<file path="src/rtl/imul_int_mul_step_seq.sv">
// Iterative shift-and-add multiplier: a chain of nstages step units is reused every cycle
// until all 32 multiplier bits are consumed (or b runs out of set bits when early_exit=1).
module imul_int_mul_step_seq #(
  parameter int unsigned nstages    = 1,
  parameter bit          early_exit = 1'b0
) (
  input  logic        clk,
  input  logic        reset,
  input  logic        req_val,
  output logic        req_rdy,
  input  logic [63:0] req_msg,
  output logic        resp_val,
  input  logic        resp_rdy,
  output logic [31:0] resp_msg
);

  localparam int unsigned NumCycles = 32 / nstages;
  localparam int unsigned CntW      = $clog2(NumCycles) + 1;

  typedef enum logic [1:0] {StIdle, StCalc, StDone} state_e;

  state_e            state_q, state_d;
  logic [31:0]       a_q, a_d, b_q, b_d, result_q, result_d;
  logic [CntW-1:0]   cnt_q, cnt_d;
  logic [31:0]       a_chain, b_chain, r_chain;
  logic              last_cycle;

  // nstages shift-and-add steps applied back to back within one cycle
  always_comb begin
    a_chain = a_q;
    b_chain = b_q;
    r_chain = result_q;
    for (int k = 0; k < int'(nstages); k++) begin
      if (b_chain[0]) begin
        r_chain = r_chain + a_chain;
      end
      a_chain = a_chain << 1;
      b_chain = b_chain >> 1;
    end
  end

  assign last_cycle = (cnt_q == CntW'(NumCycles - 1)) || (early_exit && (b_chain == '0));

  always_comb begin
    state_d  = state_q;
    a_d      = a_q;
    b_d      = b_q;
    result_d = result_q;
    cnt_d    = cnt_q;
    req_rdy  = 1'b0;
    resp_val = 1'b0;
    unique case (state_q)
      StIdle: begin
        req_rdy = 1'b1;
        if (req_val) begin
          a_d      = req_msg[63:32];
          b_d      = req_msg[31:0];
          result_d = '0;
          cnt_d    = '0;
          state_d  = StCalc;
        end
      end
      StCalc: begin
        a_d      = a_chain;
        b_d      = b_chain;
        result_d = r_chain;
        cnt_d    = cnt_q + CntW'(1);
        if (last_cycle) begin
          state_d = StDone;
        end
      end
      StDone: begin
        resp_val = 1'b1;
        if (resp_rdy) begin
          state_d = StIdle;
        end
      end
      default: state_d = StIdle;
    endcase
  end

  always_ff @(posedge clk) begin
    if (reset) begin
      state_q  <= StIdle;
      a_q      <= '0;
      b_q      <= '0;
      result_q <= '0;
      cnt_q    <= '0;
    end else begin
      state_q  <= state_d;
      a_q      <= a_d;
      b_q      <= b_d;
      result_q <= result_d;
      cnt_q    <= cnt_d;
    end
  end

  assign resp_msg = result_q;

endmodule

</file>
<file path="config.mk">
export PLATFORM = sky130hd
export DESIGN_NAME = imul_int_mul_step_seq
export DESIGN_NICKNAME = d
export VERILOG_FILES = /design/src/rtl/imul_int_mul_step_seq.sv
export SDC_FILE = /design/constraint.sdc
export NUM_CORES = 1
export LEC_CHECK = 0
export CAP_MARGIN = 20
export CORE_MARGIN = 3
export CORE_UTILIZATION = 33
export DETAILED_ROUTE_END_ITERATION = 16
export MAX_ROUTING_LAYER = met4
export PLACE_DENSITY_LB_ADDON = 0.12
export SETUP_SLACK_MARGIN = 0.4
export SYNTH_ARGS = -nofsm -noshare
export SYNTH_HDL_FRONTEND = slang
export SYNTH_SLANG_ARGS = --single-unit
</file>
<file path="constraint.sdc">
create_clock -name clk -period 3.8 [get_ports clk]
set_input_delay 0.76 -clock clk [delete_from_list [all_inputs] [get_ports clk]]
set_output_delay 0.76 -clock clk [all_outputs]
set_load 0.02 [all_outputs]
</file>
==> results of run 1 <==
-- registers in the layout, indices dropped and copies added, names as in the netlist --
register,count
a_q,32
b_q,32
cnt_q,6
resp_msg,32
state_q,2
-- worst max-delay path, delay by kind of cell (launching register included) --
kind,cells,cell delay (ps)
buffers and inverters,1,60
and+or+nand+nor,2,270
adders and majority gates,2,580
DFF,1,370
xor gates and xnor gates,1,80
AOI/OAI and AO/OA,7,1570
-- layout by cell type, fill, tap and decap left out, types with 4 or more instances in the layout --
master and instances:
sky130_fd_sc_hd__nand2_1 20, sky130_fd_sc_hd__a31oi_1 8, sky130_fd_sc_hd__nand3_1 15, sky130_fd_sc_hd__a21oi_1 89
sky130_fd_sc_hd__nor2b_1 63, sky130_fd_sc_hd__a32oi_1 4, sky130_fd_sc_hd__nor2_1 224, sky130_fd_sc_hd__nor3_1 64
sky130_fd_sc_hd__ha_1 32, sky130_fd_sc_hd__o21ai_0 9, sky130_fd_sc_hd__nand2b_1 7, sky130_fd_sc_hd__a21oi_2 4
sky130_fd_sc_hd__xnor2_1 14, sky130_fd_sc_hd__inv_1 12, sky130_fd_sc_hd__a22o_1 13, sky130_fd_sc_hd__xor2_1 13
sky130_fd_sc_hd__dfxtp_1 102, sky130_fd_sc_hd__a211oi_1 5, sky130_fd_sc_hd__buf_4 11, sky130_fd_sc_hd__clkdlybuf4s50_1 99
sky130_fd_sc_hd__clkbuf_16 9, sky130_fd_sc_hd__a22oi_1 17, sky130_fd_sc_hd__a21o_1 18
-- final cells by class --
class                      instances  area (um2)
fill                            1920       10560
multi-input combinational        663        3837
sequential                       104        2087
timing repair buffer             113        1104
tap                              229       286.5
clock buffer                      12       246.5
inverter                          12       45.04
clock inverter                     3       42.54
antenna                            1       2.502
-- kinds of logic (layout without fill, tap and decap cells) --
group,after synthesis,count (layout),share of synthesized area
AO/OA/AOI/OAI,192,192,0.2086
XOR/XNOR,27,27,0.03824
adder cells (fa/ha/maj),33,33,0.06797
buffers and inverters,70,140,0.04410
flip-flops,104,104,0.3366
multiplexers,1,1,0.001821
other,0,1,0
AND/OR/NAND/NOR,410,410,0.3027
-- how the worst max path moves through the flow --
stage / to / depth (start not counted) / slack [ps] / startpoint
4_1_cts: resp_msg[30] / 13 / 760 / resp_msg[0]
2_1_floorplan: resp_msg[28] / 13 / 940 / resp_msg[0]
6_report: resp_msg[30] / 13 / 780 / resp_msg[0]
3_5_place_dp: resp_msg[28] / 13 / 780 / resp_msg[0]
5_1_grt: resp_msg[30] / 13 / 550 / resp_msg[0]
3_3_place_gp: resp_msg[30] / 13 / 830 / a_q[0]
-- power by group through the flow --
stage	registers, mW	clock network [mW]	logic [mW]
6_report	1.22	0.939	0.502
4_1_cts	1.22	0.972	0.507
3_3_place_gp	1.24	0	0.506
2_1_floorplan	1.23	0	0.347
5_1_grt	1.23	1.01	0.568
3_5_place_dp	1.24	0	0.504
-- layer usage --
layer / vias up / global-route usage / part of all wire / routed length, um
met4: 0 / 0.03352 / 0.0078 / 129
met3: 8 / 0.04119 / 0.044 / 719
met5: - / - / 0 / 0
met1: 2627 / 0.2365 / 0.51 / 8453
li1: 3001 / - / - / -
met2: 90 / 0.2465 / 0.44 / 7222
-- metrics by stage --
stage / power (mW) / hold slack, ps / cell area (um2) / setup WS, ps
detailed placement: 1.745 / 479.9 / 7360 / 783.2
floorplan: 1.573 / 453.6 / 6185 / 939.9
global route: 2.808 / 508.7 / 7651 / 552.9
finish: 2.656 / 491.2 / 7651 / 781.3
CTS: 2.695 / 490.8 / 7649 / 755.8
global placement: 1.747 / 477.4 / 7360 / 825.4
==> metrics.md, run 1 <==
| Metric | Value |
|---|---|
| DPL Wire Length | 11390 um |
| Reg-to-reg slack, setup | 780 ps |
| GRT Total Usage | 0.1682 |
| Total of endpoints with negative setup slack in the final report | 0 |
| Drt drc | 0 |
| Synthesized net count | 938 |
| Synthesized netlist cell count | 837 |
| Number of top-level design ports | 102 |
| Yosys top cell area share | 0.3366 |
| Initial antenna violation count | 1 |
| Antenna Violating Nets Remaining | 0 |
| Core Util, Final | 0.4202 |
| Final cell count without fillers | 1137 |
| Hold buffer count at CTS | 0 |
| Root cell of the clock tree | sky130_fd_sc_hd__clkbuf_16 |
| Synth top cells by count | sky130_fd_sc_hd__nor2_1, sky130_fd_sc_hd__dfxtp_1, sky130_fd_sc_hd__a21oi_1 |
| Die width | 142.9 um |
| Clock tree from TritonCTS | done |
| CTS Sinks | 104 |
| Proportion of register bits with asynchronous set or reset after synthesis | 0 |
| Ratio of routed vias to standard cells | 5.036 |
| Crit-path cells | ha_1 > inv_1 > fa_1 > nand2b_1 > a21oi_2 > nor3b_2 > o31ai_4 > a311oi_4 > o41ai_4 > a21oi_2 > o21ai_2 > xor2_1 > a22o_1 |
| Type of element launching the critical path | flip-flop |
| Number of distinct library cells after synthesis | 57 |
| Transition at the pin with the smallest max-transition slack | 854.2 ps |
| First-pass GRT wire length | 27250 um |
| Number of detailed-routing iterations run before antenna repair | 4 |
| Start of the worst register-to-register path | resp_msg[0] |
| Placed cells | 1121 |
| Highest fanout seen on the critical path | 3 |
| Data arrival at the endpoint of the critical path | 3270 ps |
| Final hold vios | 0 |
| Maximum vdd ir drop | 0.2101 mV |
| Number of global-route vias before repair | 5338 |
| Source-to-sink clock delay at the later pin of the worst-skew pair | 350 ps |
| Pwr dens | 347.2 nW/um2 |
| Internal Dissipation | 1.917 mW |
| Postcts setup bufs | 0 |
| Max Buffers Root-to-Sink | 2 |
| Core area | 18210 um2 |
| Max-capacitance violation count | 0 |
| F_max | 0.3313 GHz |
| Detailed Route WL | 16520 um |
| Net Switching | 739.3 uW |
| Kind of end point of the critical path | flip-flop |
| Worst R2R Path Depth | 13 |
| Number of port buffers | 101 |
| RSZ-0062 raised after global routing | false |
| Area growth syn-to-layout | 23.71% |
| Final cycle utilization of the critical path | 0.7944 |
| Data required time of the critical path | 4050 ps |
| Number of enable-type register cells in the synthesized netlist | 0 |
| Final critical delay including setup and external delays | 3019 ps |
| Total negative slack for setup checks | 0 ps |
| CTS Buf Count | 9 |
| Worst slew margin | 0.4302 |
| Class of the most critical hold timing path | flip-flop to flip-flop |
| Sequential fraction of design power | 0.458 |
| Yosys top cell by area | sky130_fd_sc_hd__dfxtp_1 |
| Initial Util | 0.3397 |
| Crit Path Category | flip-flop to flip-flop |
| Final weighted congestion of routability-driven global placement | 0.7966 |
| Number of DRC violations after detailed-routing iteration 0 | 246 |
| Resized cells post-CTS | 0 |
| Nets@finish | 1004 |
| Cell with the most instances after synthesis | sky130_fd_sc_hd__nor2_1 |
| RR Endpoint | resp_msg[30] |
| Detailed-route wire length per cell | 14.53 um |
| Dominant register cell in the synthesized netlist | sky130_fd_sc_hd__dfxtp_1 |
| Post-synthesis cell area | 6185 um2 |
| Fraction of layout cells with a size suffix above 1 | 0.05072 |
| Hold EP | cnt_q[5] |
| Vias after detailed routing | 5726 |
| Number of warning messages in the yosys log | 0 |
| Number of standard-cell rows in the floorplan | 49 |
| Number of flip-flops and latches in the synthesized netlist | 104 |
| Part of the Yosys area used for sequential elements | 0.3366 |
| GR Overflow Total | 0 |
| Post-Route Skew | 6.158 ps |
| Synth top area cells | sky130_fd_sc_hd__dfxtp_1, sky130_fd_sc_hd__nor2_1, sky130_fd_sc_hd__a21oi_1 |
| Reg clk slew, reported paths | 70 ps |
| Static leakage power | 3.301 nW |
| Maximum number of pins on one net before global-route repair | 53 |
| H-tree depth reported by CTS | 3 |
| Top cell by count, worst path | sky130_fd_sc_hd__a21oi_2 |
| Clock power frac | 0.354 |
| Slowest cell delay on critical path | 390 ps |
| Height of the die | 142.9 um |
| Slowest CP cell | sky130_fd_sc_hd__fa_1 |
| Area of the die | 20420 um2 |
| Switching share of power | 0.2783 |
| Mean instance size in the synthesized netlist | 7.389 um2 |
| Startpoint of the lowest-slack hold path | cnt_q[5] |
| Status | finished, final reports clean |
| Number of cells traversed by the worst hold path | 2 |
| Comb power frac | 0.189 |
| Final-report max-slew violation count | 0 |
Note: power is estimated with default switching activity, not from simulation.
==> run 2, diff against run 1 <==
clock period = 2.8 ns   (was 3.8 ns; I/O delays follow)
==> metrics.md, run 2 (synthesis gave the netlist of run 1 again) <==
| Metric | Value |
|---|---|
| Data arrival at the endpoint of the critical path | 2980 ps |
| Number of inserted filler cells in the final layout | 1848 |
| CTS Buf Count | 9 |
| RSZ-0062 raised after global routing | true |
| Nets@finish | 1029 |
| Vias after detailed routing | 5822 |
| Final-report max-slew violation count | 0 |
| Worst slew margin | 0.3694 |
| Switching share of power | 0.2856 |
| Root cell of the clock tree | sky130_fd_sc_hd__clkbuf_16 |
| Area post-placement | 7446 um2 |
| Ratio of routed vias to standard cells | 5.002 |
| Final cycle utilization of the critical path | 0.9604 |
| Static leakage power | 3.474 nW |
| Final weighted congestion of routability-driven global placement | 0.7764 |
| Highest fanout seen on the critical path | 2 |
| Net Switching | 1.023 mW |
| Comb power frac | 0.211 |
| Status | finished, final reports clean |
| Final design area excluding fillers | 8318 um2 |
| H-tree depth reported by CTS | 3 |
| Initial antenna violation count | 2 |
| Max-capacitance violation count | 0 |
| Max Buffers Root-to-Sink | 2 |
| Core area | 18210 um2 |
| Reg clk slew, reported paths | 70 ps |
| Most common library cell in the layout ignoring fill and taps | sky130_fd_sc_hd__nor2_1 |
| Die width | 142.9 um |
| Clock power frac | 0.328 |
| Number of port buffers | 101 |
| Number of global-route vias before repair | 5482 |
| Post-Route Skew | 9.048 ps |
| Final hold vios | 0 |
| CTS Sinks | 104 |
| Clock tree from TritonCTS | done |
| Maximum number of pins on one net before global-route repair | 65 |
| F_max | 0.3719 GHz |
| Area growth syn-to-layout | 34.49% |
| Detailed-route wire length per cell | 14.78 um |
| GRT Total Usage | 0.1719 |
| Crit Path Category | flip-flop to flip-flop |
| Type of element launching the critical path | flip-flop |
| First-pass GRT wire length | 27950 um |
| Height of the die | 142.9 um |
| Detailed Route WL | 17200 um |
| DPL Wire Length | 11630 um |
| Drt drc | 0 |
| Source-to-sink clock delay at the later pin of the worst-skew pair | 350 ps |
| Pwr dens | 430.8 nW/um2 |
| Number of standard-cell rows in the floorplan | 49 |
| Fraction of layout cells with a size suffix above 1 | 0.1436 |
| Total of endpoints with negative setup slack in the final report | 0 |
| Number of detailed-routing iterations run before antenna repair | 4 |
| Hold buffer count at CTS | 0 |
| Sequential fraction of design power | 0.461 |
| Number of top-level design ports | 102 |
| Kind of end point of the critical path | flip-flop |
| Class of the most critical hold timing path | flip-flop to flip-flop |
| Number of DRC violations after detailed-routing iteration 0 | 205 |
| Area of the die | 20420 um2 |
| Internal Dissipation | 2.560 mW |
| Transition at the pin with the smallest max-transition slack | 945.4 ps |
| Data required time of the critical path | 3090 ps |
| Initial Util | 0.3397 |
| Maximum vdd ir drop | 0.2930 mV |
| Total negative slack for setup checks | 0 ps |
| GR Overflow Total | 0 |
| Antenna Violating Nets Remaining | 0 |
| Final critical delay including setup and external delays | 2689 ps |
| Commonest cells after routing, fill and taps aside | sky130_fd_sc_hd__nor2_1, sky130_fd_sc_hd__clkdlybuf4s50_1, sky130_fd_sc_hd__dfxtp_1 |
[run 2: cell count changes in the layout (fill, tap and decap cells not counted), sizes merged]
cell and delta:
buf +24, bufinv -1, clkbuf +4, clkinvlp -1
diode +1
[run 2: final cells by class]
cell class / instances / area (um2) / area share
Antenna cell: 2 / 5.005 / 0.0006017
Clock buffer: 15 / 257.7 / 0.03099
Clock inverter: 1 / 5.005 / 0.0006017
Inverter: 12 / 45.04 / 0.005415
Multi-Input combinational cell: 663 / 4304 / 0.5174
Sequential cell: 104 / 2106 / 0.2532
Tap cell: 229 / 286.5 / 0.03445
Timing Repair Buffer: 138 / 1309 / 0.1573
[run 2: path summary, 6_finish.rpt]
kind	start	to	slack [ps]	cells after the start
setup / recovery	resp_msg[0]	resp_msg[20]	110	14
hold / removal	cnt_q[5]	cnt_q[5]	490	2
setup reg to reg	resp_msg[0]	resp_msg[20]	110	14
hold reg to reg	cnt_q[5]	cnt_q[5]	490	2
[run 2: power by group through the flow]
stage                     registers [mW]  logic (mW)  clock network (mW)
final                               1.65       0.756                1.18
after global routing                1.66       0.854                1.29
after CTS                           1.64       0.720                1.23
after detailed placement            1.68       0.700                   0
after global placement              1.68       0.701                   0
after floorplan                     1.66       0.473                   0
[run 2: metal layers]
metal | global-route usage | vias to the layer above | share of wire
li1 | - | 3050 | -
met1 | 0.2370 | 2683 | 0.49
met2 | 0.2587 | 85 | 0.46
met3 | 0.04454 | 4 | 0.045
met4 | 0.02851 | 0 | 0.0041
met5 | - | - | 0
[run 2: timing repair]
action	CTS	global route
pin swaps	19	37
buffers inserted	8	12
setup endpoints to repair	15	20
resized for setup	31	49
gates cloned	0	0
[run 2: per-stage QoR]
stage	total power [mW]	setup slack, ps	util	instances	hold WS, ps
finish	3.583	110.8	0.4568	1164	488.8
global route	3.804	-54.80	0.4568	1164	510.1
CTS	3.589	56.11	0.4356	1150	486.9
detailed placement	2.377	-61.67	0.4089	1126	478.0
global placement	2.377	-48.07	0.4089	1126	477.2
floorplan	2.137	94.73	-	837	453.6
[run 2: critical path: stages (launching register included)]
cell                       delay (ps)
sky130_fd_sc_hd__dfxtp_4          360
sky130_fd_sc_hd__ha_4             130
sky130_fd_sc_hd__inv_2             30
sky130_fd_sc_hd__fa_2             340
sky130_fd_sc_hd__nand2b_4         160
sky130_fd_sc_hd__a21oi_4          160
sky130_fd_sc_hd__nor3b_4           70
sky130_fd_sc_hd__o31ai_4          240
sky130_fd_sc_hd__a311oi_4         160
sky130_fd_sc_hd__buf_4            170
sky130_fd_sc_hd__o21bai_2         140
sky130_fd_sc_hd__a21o_1           180
sky130_fd_sc_hd__a31oi_2          110
sky130_fd_sc_hd__mux2_4           310
sky130_fd_sc_hd__nand3_1           70
